## src/rtl/traffic_phase_ctrl.sv

```systemverilog
// rtl/traffic_phase_ctrl.sv - traffic light phase sequencer driving a countdown counter
// RED -> GREEN -> YELLOW -> RED with pedestrian-extended RED and maintenance flashing yellow.
module traffic_phase_ctrl #(
  parameter int RED_TIME     = 18,
  parameter int GREEN_TIME   = 15,
  parameter int YELLOW_TIME  = 3,
  parameter int RED_PED_TIME = 24
) (
  input  logic       clk,
  input  logic       reset,
  input  logic [5:0] counter_value,
  input  logic       ped_req,
  input  logic       maint,
  output logic [5:0] timer_value,
  output logic [1:0] phase,
  output logic       red,
  output logic       yellow,
  output logic       green,
  output logic       walk,
  output logic       ped_pending
);

  typedef enum logic [1:0] {
    PH_RED    = 2'd0,
    PH_GREEN  = 2'd1,
    PH_YELLOW = 2'd2,
    PH_FLASH  = 2'd3
  } phase_t;

  localparam logic [5:0] RED_T     = 6'(RED_TIME);
  localparam logic [5:0] GREEN_T   = 6'(GREEN_TIME);
  localparam logic [5:0] YELLOW_T  = 6'(YELLOW_TIME);
  localparam logic [5:0] RED_PED_T = 6'(RED_PED_TIME);

  phase_t     state_q, state_d;
  logic       holdoff_q, holdoff_d;
  logic [5:0] timer_d;
  logic       red_d, yellow_d, green_d, walk_d, ped_d;
  logic       adv;

  // holdoff hides the counter's stale value during the cycle it reloads
  assign adv   = !holdoff_q && (counter_value == 6'd0) && (state_q != PH_FLASH) && !maint;
  assign phase = state_q;

  always_ff @(posedge clk) begin
    if (reset) begin
      state_q     <= PH_RED;
      holdoff_q   <= 1'b1;
      timer_value <= RED_T;
      red         <= 1'b1;
      yellow      <= 1'b0;
      green       <= 1'b0;
      walk        <= 1'b0;
      ped_pending <= 1'b0;
    end else begin
      state_q     <= state_d;
      holdoff_q   <= holdoff_d;
      timer_value <= timer_d;
      red         <= red_d;
      yellow      <= yellow_d;
      green       <= green_d;
      walk        <= walk_d;
      ped_pending <= ped_d;
    end
  end

  always_comb begin
    state_d   = state_q;
    holdoff_d = 1'b0;
    timer_d   = timer_value;
    red_d     = red;
    yellow_d  = yellow;
    green_d   = green;
    walk_d    = walk;
    ped_d     = ped_pending;

    if (state_q != PH_FLASH && maint) begin
      state_d   = PH_FLASH;
      holdoff_d = 1'b1;
      timer_d   = 6'd0;
      red_d     = 1'b0;
      yellow_d  = 1'b1;
      green_d   = 1'b0;
      walk_d    = 1'b0;
      ped_d     = 1'b0;
    end else if (state_q == PH_FLASH) begin
      ped_d = 1'b0;
      if (maint) begin
        yellow_d = !yellow;
      end else begin
        state_d   = PH_RED;
        holdoff_d = 1'b1;
        timer_d   = RED_T;
        red_d     = 1'b1;
        yellow_d  = 1'b0;
        green_d   = 1'b0;
        walk_d    = 1'b0;
      end
    end else begin
      if (adv) begin
        holdoff_d = 1'b1;
        case (state_q)
          PH_RED: begin
            state_d = PH_GREEN;
            timer_d = GREEN_T;
            red_d   = 1'b0;
            green_d = 1'b1;
            walk_d  = 1'b0;
          end
          PH_GREEN: begin
            state_d  = PH_YELLOW;
            timer_d  = YELLOW_T;
            green_d  = 1'b0;
            yellow_d = 1'b1;
          end
          PH_YELLOW: begin
            state_d  = PH_RED;
            yellow_d = 1'b0;
            red_d    = 1'b1;
            if (ped_pending) begin
              timer_d = RED_PED_T;
              walk_d  = 1'b1;
              ped_d   = 1'b0;
            end else begin
              timer_d = RED_T;
              walk_d  = 1'b0;
            end
          end
          default: ;
        endcase
      end
      // a fresh request wins over the clear so it is served on the next RED
      if (ped_req) ped_d = 1'b1;
    end
  end

endmodule

```

## config.mk

```make
export PLATFORM = sky130hd
export DESIGN_NAME = traffic_phase_ctrl
export DESIGN_NICKNAME = d
export VERILOG_FILES = /design/src/rtl/traffic_phase_ctrl.sv
export SDC_FILE = /design/constraint.sdc
export NUM_CORES = 1
export LEC_CHECK = 0
export BUFFER_PORTS_ARGS = -buffer_cell sky130_fd_sc_hd__buf_2
export CELL_PAD_IN_SITES_DETAIL_PLACEMENT = 0
export CELL_PAD_IN_SITES_GLOBAL_PLACEMENT = 1
export CORE_UTILIZATION = 33
export DETAILED_ROUTE_END_ITERATION = 8
export PLACE_DENSITY_LB_ADDON = 0.1
export SLEW_MARGIN = 30
export SYNTH_ARGS = -nofsm -noshare
export SYNTH_HDL_FRONTEND = slang
export SYNTH_SLANG_ARGS = --single-unit
```

## constraint.sdc

```tcl
create_clock -name clk -period 1.9 [get_ports clk]
set_clock_uncertainty 0.2 [all_clocks]
set_input_delay 0.19 -clock clk [delete_from_list [all_inputs] [get_ports clk]]
set_output_delay 0.19 -clock clk [all_outputs]
set_load 0.005 [all_outputs]
```

# Word-level counts from Yosys, hierarchy flattened
# Cells that the tools add are included.
[classes] n_reduce_logical=28 mux=35 n_eq_ne=6
[ops] op="$mux W1" n=20
[ops] op="$mux W6" n=3
[ops] op="$pmux W6 S3" n=1
[ops] op="$reduce_and A3 Y1" n=5
[ops] op="$reduce_bool A4 Y1" n=3
[ops] op="$reduce_bool A3 Y1" n=3
[ops] op="$mux W2" n=4
[ops] op="$pmux W1 S2" n=4
[ops] op="$logic_not A6 Y1" n=1
[ops] op="$pmux W2 S3" n=1
[ops] op="$reduce_bool A2 Y1" n=3
[ops] op="$mux W5" n=1
[ops] op="$reduce_bool A5 Y1" n=1
[ops] op="$eq A2 B2 Y1 const B" n=2
[ops] op="$logic_and A1 B1 Y1" n=4
[ops] op="$mux W4" n=1
[ops] op="$ne A2 B2 Y1 const B" n=2
[ops] op="$reduce_and A2 Y1" n=2
[ops] op="$logic_not A1 Y1" n=3
[ops] op="$ne A3 B3 Y1 const B" n=1
[ops] op="$reduce_or A3 Y1" n=1
[ops] op="$eq A2 B1 Y1 const B" n=1
[ops] op="$logic_not A2 Y1" n=1
[ops] op="$reduce_or A2 Y1" n=1
[totals] wordCells=78 regBits=14

# Depth between registers and ports, before layout
[depth] depth_word=7 depth_mapped=6 mapped_depth_nobuf=6

# Least setup slack after synthesis
# OpenSTA, ideal clock, no wires.
[synth_timing] kind="flip-flop to flip-flop" startpoint="reg state_q[1] (netlist: phase[1])" endpoint="reg state_q[1] (netlist: phase[1])" path_stages_with_launch=7 synth_period_minus_slack_ns=2.111 path_slack_ns=-0.211 n_path_buf=0 t_required_ns=1.597 arrival_time_ns=1.808 path_cell_list="dfxtp_1 > inv_1 > ha_1 > or3_4 > a31oi_4 > xnor2_1 > a2111oi_2"
[synth_via] elab_chain_cells=5 word_cells_on_any_way=16 cone_classes="5 x eq/ne; 4 x mux; 7 x reduce/logical"
[synth_lines] element="start, declared" line="35" text="phase_t state_q, state_d;"
[synth_lines] element="start signal, assigned" line="56" text="state_q <= state_d;"
[synth_lines] element="$eq A2 B2 Y1, or another cell as far along" line="102" text="case (state_q)"
[synth_lines] element="$pmux W2 S3 / $logic_and A1 B1 Y1 (equally long branches)" line="102, 42"
[synth_lines] element="$mux W2 / $logic_and A1 B1 Y1 (equally long branches)" line="100, 42"
[synth_lines] element="$mux W2 / $reduce_bool A3 Y1 (equally long branches)"
[synth_lines] element="$mux W2 / $reduce_and A3 Y1 (equally long branches)"
# Several ways; a longest one is shown, not always the timed one. The select of a mux whose other input is x is not followed.
# A chain may end at the register's enable or synchronous reset.

# Worst setup path after layout
[layout_timing] startpoint="reg state_q[0] (netlist: phase[0])" endpoint="reg timer_value[4]"
[layout_via] elab_chain_cells=5 word_cells_on_any_way=16 cone_classes="5 x eq/ne; 4 x mux; 7 x reduce/logical"
[layout_lines] element="$eq A2 B2 Y1, or another cell as far along" line="102"
[layout_lines] element="$pmux W6 S3 / $logic_and A1 B1 Y1 (equally long branches)" line="102, 42"
[layout_lines] element="$mux W6 / $logic_and A1 B1 Y1 (equally long branches)" line="100, 42"
[layout_lines] element="$mux W6 / $reduce_bool A3 Y1 (equally long branches)"
[layout_lines] element="$mux W5 / $reduce_and A3 Y1 (equally long branches)"
[layout_lines] element="end signal, assigned" line="58" text="timer_value <= timer_d;"
[layout_lines] element="end, declared" line="14" text="output logic [5:0] timer_value,"
# Several ways; a longest one is shown, not always the timed one. The select of a mux whose other input is x is not followed.

==> metrics.log <==
[metrics] buffer type at the clock tree root: clkbuf_4
[metrics] share of cell area taken by muxes after synthesis: 1.22%
[metrics] count of antenna-violating nets left after detailed routing: 0
[metrics] Pwr Total: 0.000753 W
[metrics] wire length of the first global-routing pass: 3.88 mm
[metrics] clock latency reported for the late side of the worst-skew pair: 270 ps
[metrics] Antenna Cells: 0
[metrics] effective utilization at floorplan: 36.2%
[metrics] CTS clock-pin slew for the worst setup and hold paths: 90 ps
[metrics] largest vdd supply drop: slightly below 0.3 mV
[metrics] die area: 2700 um^2
[metrics] post-route fraction of the period consumed by the critical path: 101%
[metrics] share of the synthesized area in the top cell type: between 30% and 40%
[metrics] fraction of power spent switching nets: 33.1%
[metrics] Hold Vio Cnt, Final: 0
[metrics] Critical Path RT: 1870 ps
[metrics] cell types with the highest counts after synthesis: dfxtp_1, a21oi_1, nand2_1, nor2_1, o21ai_0
[metrics] leading register cell type out of synthesis: dfxtp_1
[metrics] count of max-cap constraint violations: 0
[metrics] most area-consuming cells after synthesis: dfxtp_1, ha_1, a21oi_1
[metrics] CTS tree: done
[metrics] Core Util, Final: 50.0%
[metrics] Die H: slightly above 50 um
[metrics] largest area contributor in the synthesized netlist: dfxtp_1
[metrics] routed wire length per instance: ~14 um
[metrics] final RePlAce weighted congestion: 0.841
[metrics] pin count of the biggest net entering global routing: 16
[metrics] simple-gate portion of the synthesized area: 23.1%
[metrics] clock share of power: between 20% and 30%
[metrics] Port-buffer cells: 21
[metrics] via count of the first global-routing pass: 885
[metrics] status: complete, but fails checks
[metrics] cell with the most instances after synthesis: dfxtp_1
[metrics] share of final-layout standard cells stronger than drive strength 1: 42.9%
[metrics] area used by multi-input combinational logic: 558 um^2
[metrics] sequential-to-total area share from yosys stat: between 30% and 40%
[metrics] Via density: 5.47
[metrics] Post-Synthesis Cell Area: 823 um^2
[metrics] adder-cell share of the synthesized area: roughly 7.6%
[metrics] total number of H-tree levels: 1
[metrics] arrival time reported for the critical path endpoint: approximately 1900 ps
[metrics] max-slew violation count: 0
[metrics] register cell area after layout: ~270 um^2
[metrics] total vias in the final route: 881
[metrics] top-level I/O count: 23
[metrics] CP startpoint kind: flop
[metrics] Initial DRT Pass Iterations: 4
[metrics] Post-Synthesis Net Count: 112
[metrics] Std-Cell Core Area: 2280 um^2
[metrics] Yosys cell types: 37
[metrics] total net switching power: 0.000249 W
[metrics] internal power summed over all cells: 0.000504 W
[metrics] fill cell count: roughly 220
[metrics] Fmax: about 520 MHz
[metrics] total global-route track usage: between 10% and 20%
[metrics] Placement Setup Slack: -10.1 ps
[metrics] clock tree sinks: 13
[metrics] number of instances in the synthesized netlist: 97
[metrics] Nets: 149
[metrics] post-synthesis compound-gate area fraction: 29.8%
[metrics] Power Dens Cells: between 600 and 700 nW/um^2
[metrics] Min-Delay Path Class: primary input to flop
[metrics] part of the power in combinational logic: 34.9%
[metrics] dominant combinational cell family by area after synthesis: compound AO/OA/AOI/OAI gates
[metrics] number of antenna violations at the first check in global routing: 0
[metrics] area grow syn2layout: 38.3%
[metrics] number of remaining DRC errors: 0
[metrics] violated checks: negative setup slack
[metrics] EDFF count, synth: 0
[metrics] WL final: about 2.3 mm
[metrics] area after detailed placement: 1060 um^2
[metrics] Async SR Flop Fraction: 0%
[metrics] static power due to leakage: 0.481 nW
[metrics] starting DRC count in detailed routing: 12
[metrics] width of the die: 52.0 um
[metrics] register bit count reported by yosys: 13
[metrics] HPWL after DPL: 1.79 mm
[metrics] Hold Worst Slack: 85.5 ps
[metrics] number of CTS-inserted buffers: 3
[metrics] final setup vio count: 1
[metrics] category of the worst setup path capture point: flop
[metrics] class of the most critical setup path: flop to flop
[metrics] average footprint of a synthesized cell: 8.49 um^2
[metrics] Post-Layout Inst Area: 1140 um^2
[metrics] top fanout value on the critical path: 7
[metrics] final critical-path setup slack: -10.4 ps
[metrics] Congestion Overflow GR: 0
[metrics] maximum clock path buffer count: 2
[metrics] post-synthesis share of cell area spent on xor and xnor gates: 1.06%
[metrics] Reg power frac: between 40% and 50%
[metrics] Cell Rows: 17
[metrics] minimum clock period: 1910 ps
[metrics] number of warning messages in the yosys log: 0
[metrics] RSZ-0062 raised after global routing: true
==> cell type report <==
type	instances	area share (%)
well taps	28	3.08
inverters	5	2.09
flip-flops and latches	13	23.5
repair buffers	37	20.0
clock buffers	4	2.31
multi-input cells	74	49.0
==> worst max-delay path, stage by stage, from the launching register on <==
cell	delay, ps
dfxtp_4	410
inv_4	60
ha_2	190
or3_4	370
a31oi_4	170
nor2_2	70
o32a_1	330
==> layout by cell type (no fill, tap or decap), types with 2 or more instances in the layout <==
cell type  synthesis  layout
or2_2              3       3
inv_4              0       2
dfxtp_4            0       2
a21oi_1            8       8
inv_1              5       3
nor2_1             6       5
nor2b_1            2       2
clkbuf_4           0       3
buf_4              1      15
a31oi_1            3       3
o21a_1             2       2
nor3_1             3       3
ha_4               0       2
o32a_1             2       2
buf_2              1      21
o32ai_1            2       2
ha_1               5       2
nand2_1            7       7
o2111ai_1          2       2
dfxtp_1           13      11
o21ai_0            6       6
nand3_1            4       4
or3_1              2       2
==> cell families (layout without fill, tap and decap cells) <==
| kind of cell | Yosys count | in the layout |
|---|---|---|
| compound gates | 33 | 33 |
| xor+xnor | 1 | 1 |
| fa+ha+maj | 5 | 5 |
| buf+inv | 10 | 46 |
| flops | 13 | 13 |
| mux | 1 | 1 |
| other cells | 1 | 1 |
| simple gates | 33 | 33 |
==> stage by stage <==
step / TNS, ps / std cells
global route: -245 / 161
global placement: 0 / 155
floorplan: 0 / 97
CTS: -18.7 / 161
detailed placement: -10.1 / 155
finish: -10.4 / 161
==> final timing paths <==
check                                 endpoint      from  slack [ps]  depth (start not counted)
worst max register to register  timer_value[4]  phase[0]         -10                          6
worst min-delay path                  phase[1]     reset          90                          2
worst min register to register            walk      walk         250                          2
worst max-delay path            timer_value[4]  phase[0]         -10                          6
==> power by group through the flow <==
stage / Sequential, W / Combinational, W / Clock [W]
5_1_grt: 0.000322 / 0.000287 / 0.000198
4_1_cts: 0.000315 / 0.000252 / 0.000182
6_report: 0.000318 / 0.000263 / 0.000172
3_5_place_dp: 0.000321 / 0.000244 / 0
2_1_floorplan: 0.000321 / 0.000137 / 0
3_3_place_gp: 0.000319 / 0.000242 / 0
==> layer usage <==
layer | GRT usage [%] | vias to the layer above | share of wire (%)
met5 | 0 | - | 0
met4 | 10.4 | 0 | 2.1
met3 | 1.75 | 5 | 4.7
met2 | 34.0 | 27 | 48
met1 | 24.2 | 417 | 45
li1 | - | 432 | -
==> repair_timing <==
action / 4_1_cts / 5_1_grt
hold endpoints to repair: 1 / 0
pin swaps: 0 / 3
hold buffers: 1 / 0
setup buffers: 1 / 0
endpoints found under the setup margin: 1 / 6
resized for setup: 1 / 5
==> sequential cells by signal (all words and copies together) (netlist names) <==
register     cells
red              1
yellow           1
walk             1
holdoff_q        1
ped_pending      1
timer_value      5
green            1
phase            2
Power figures use the tool's default switching activity.
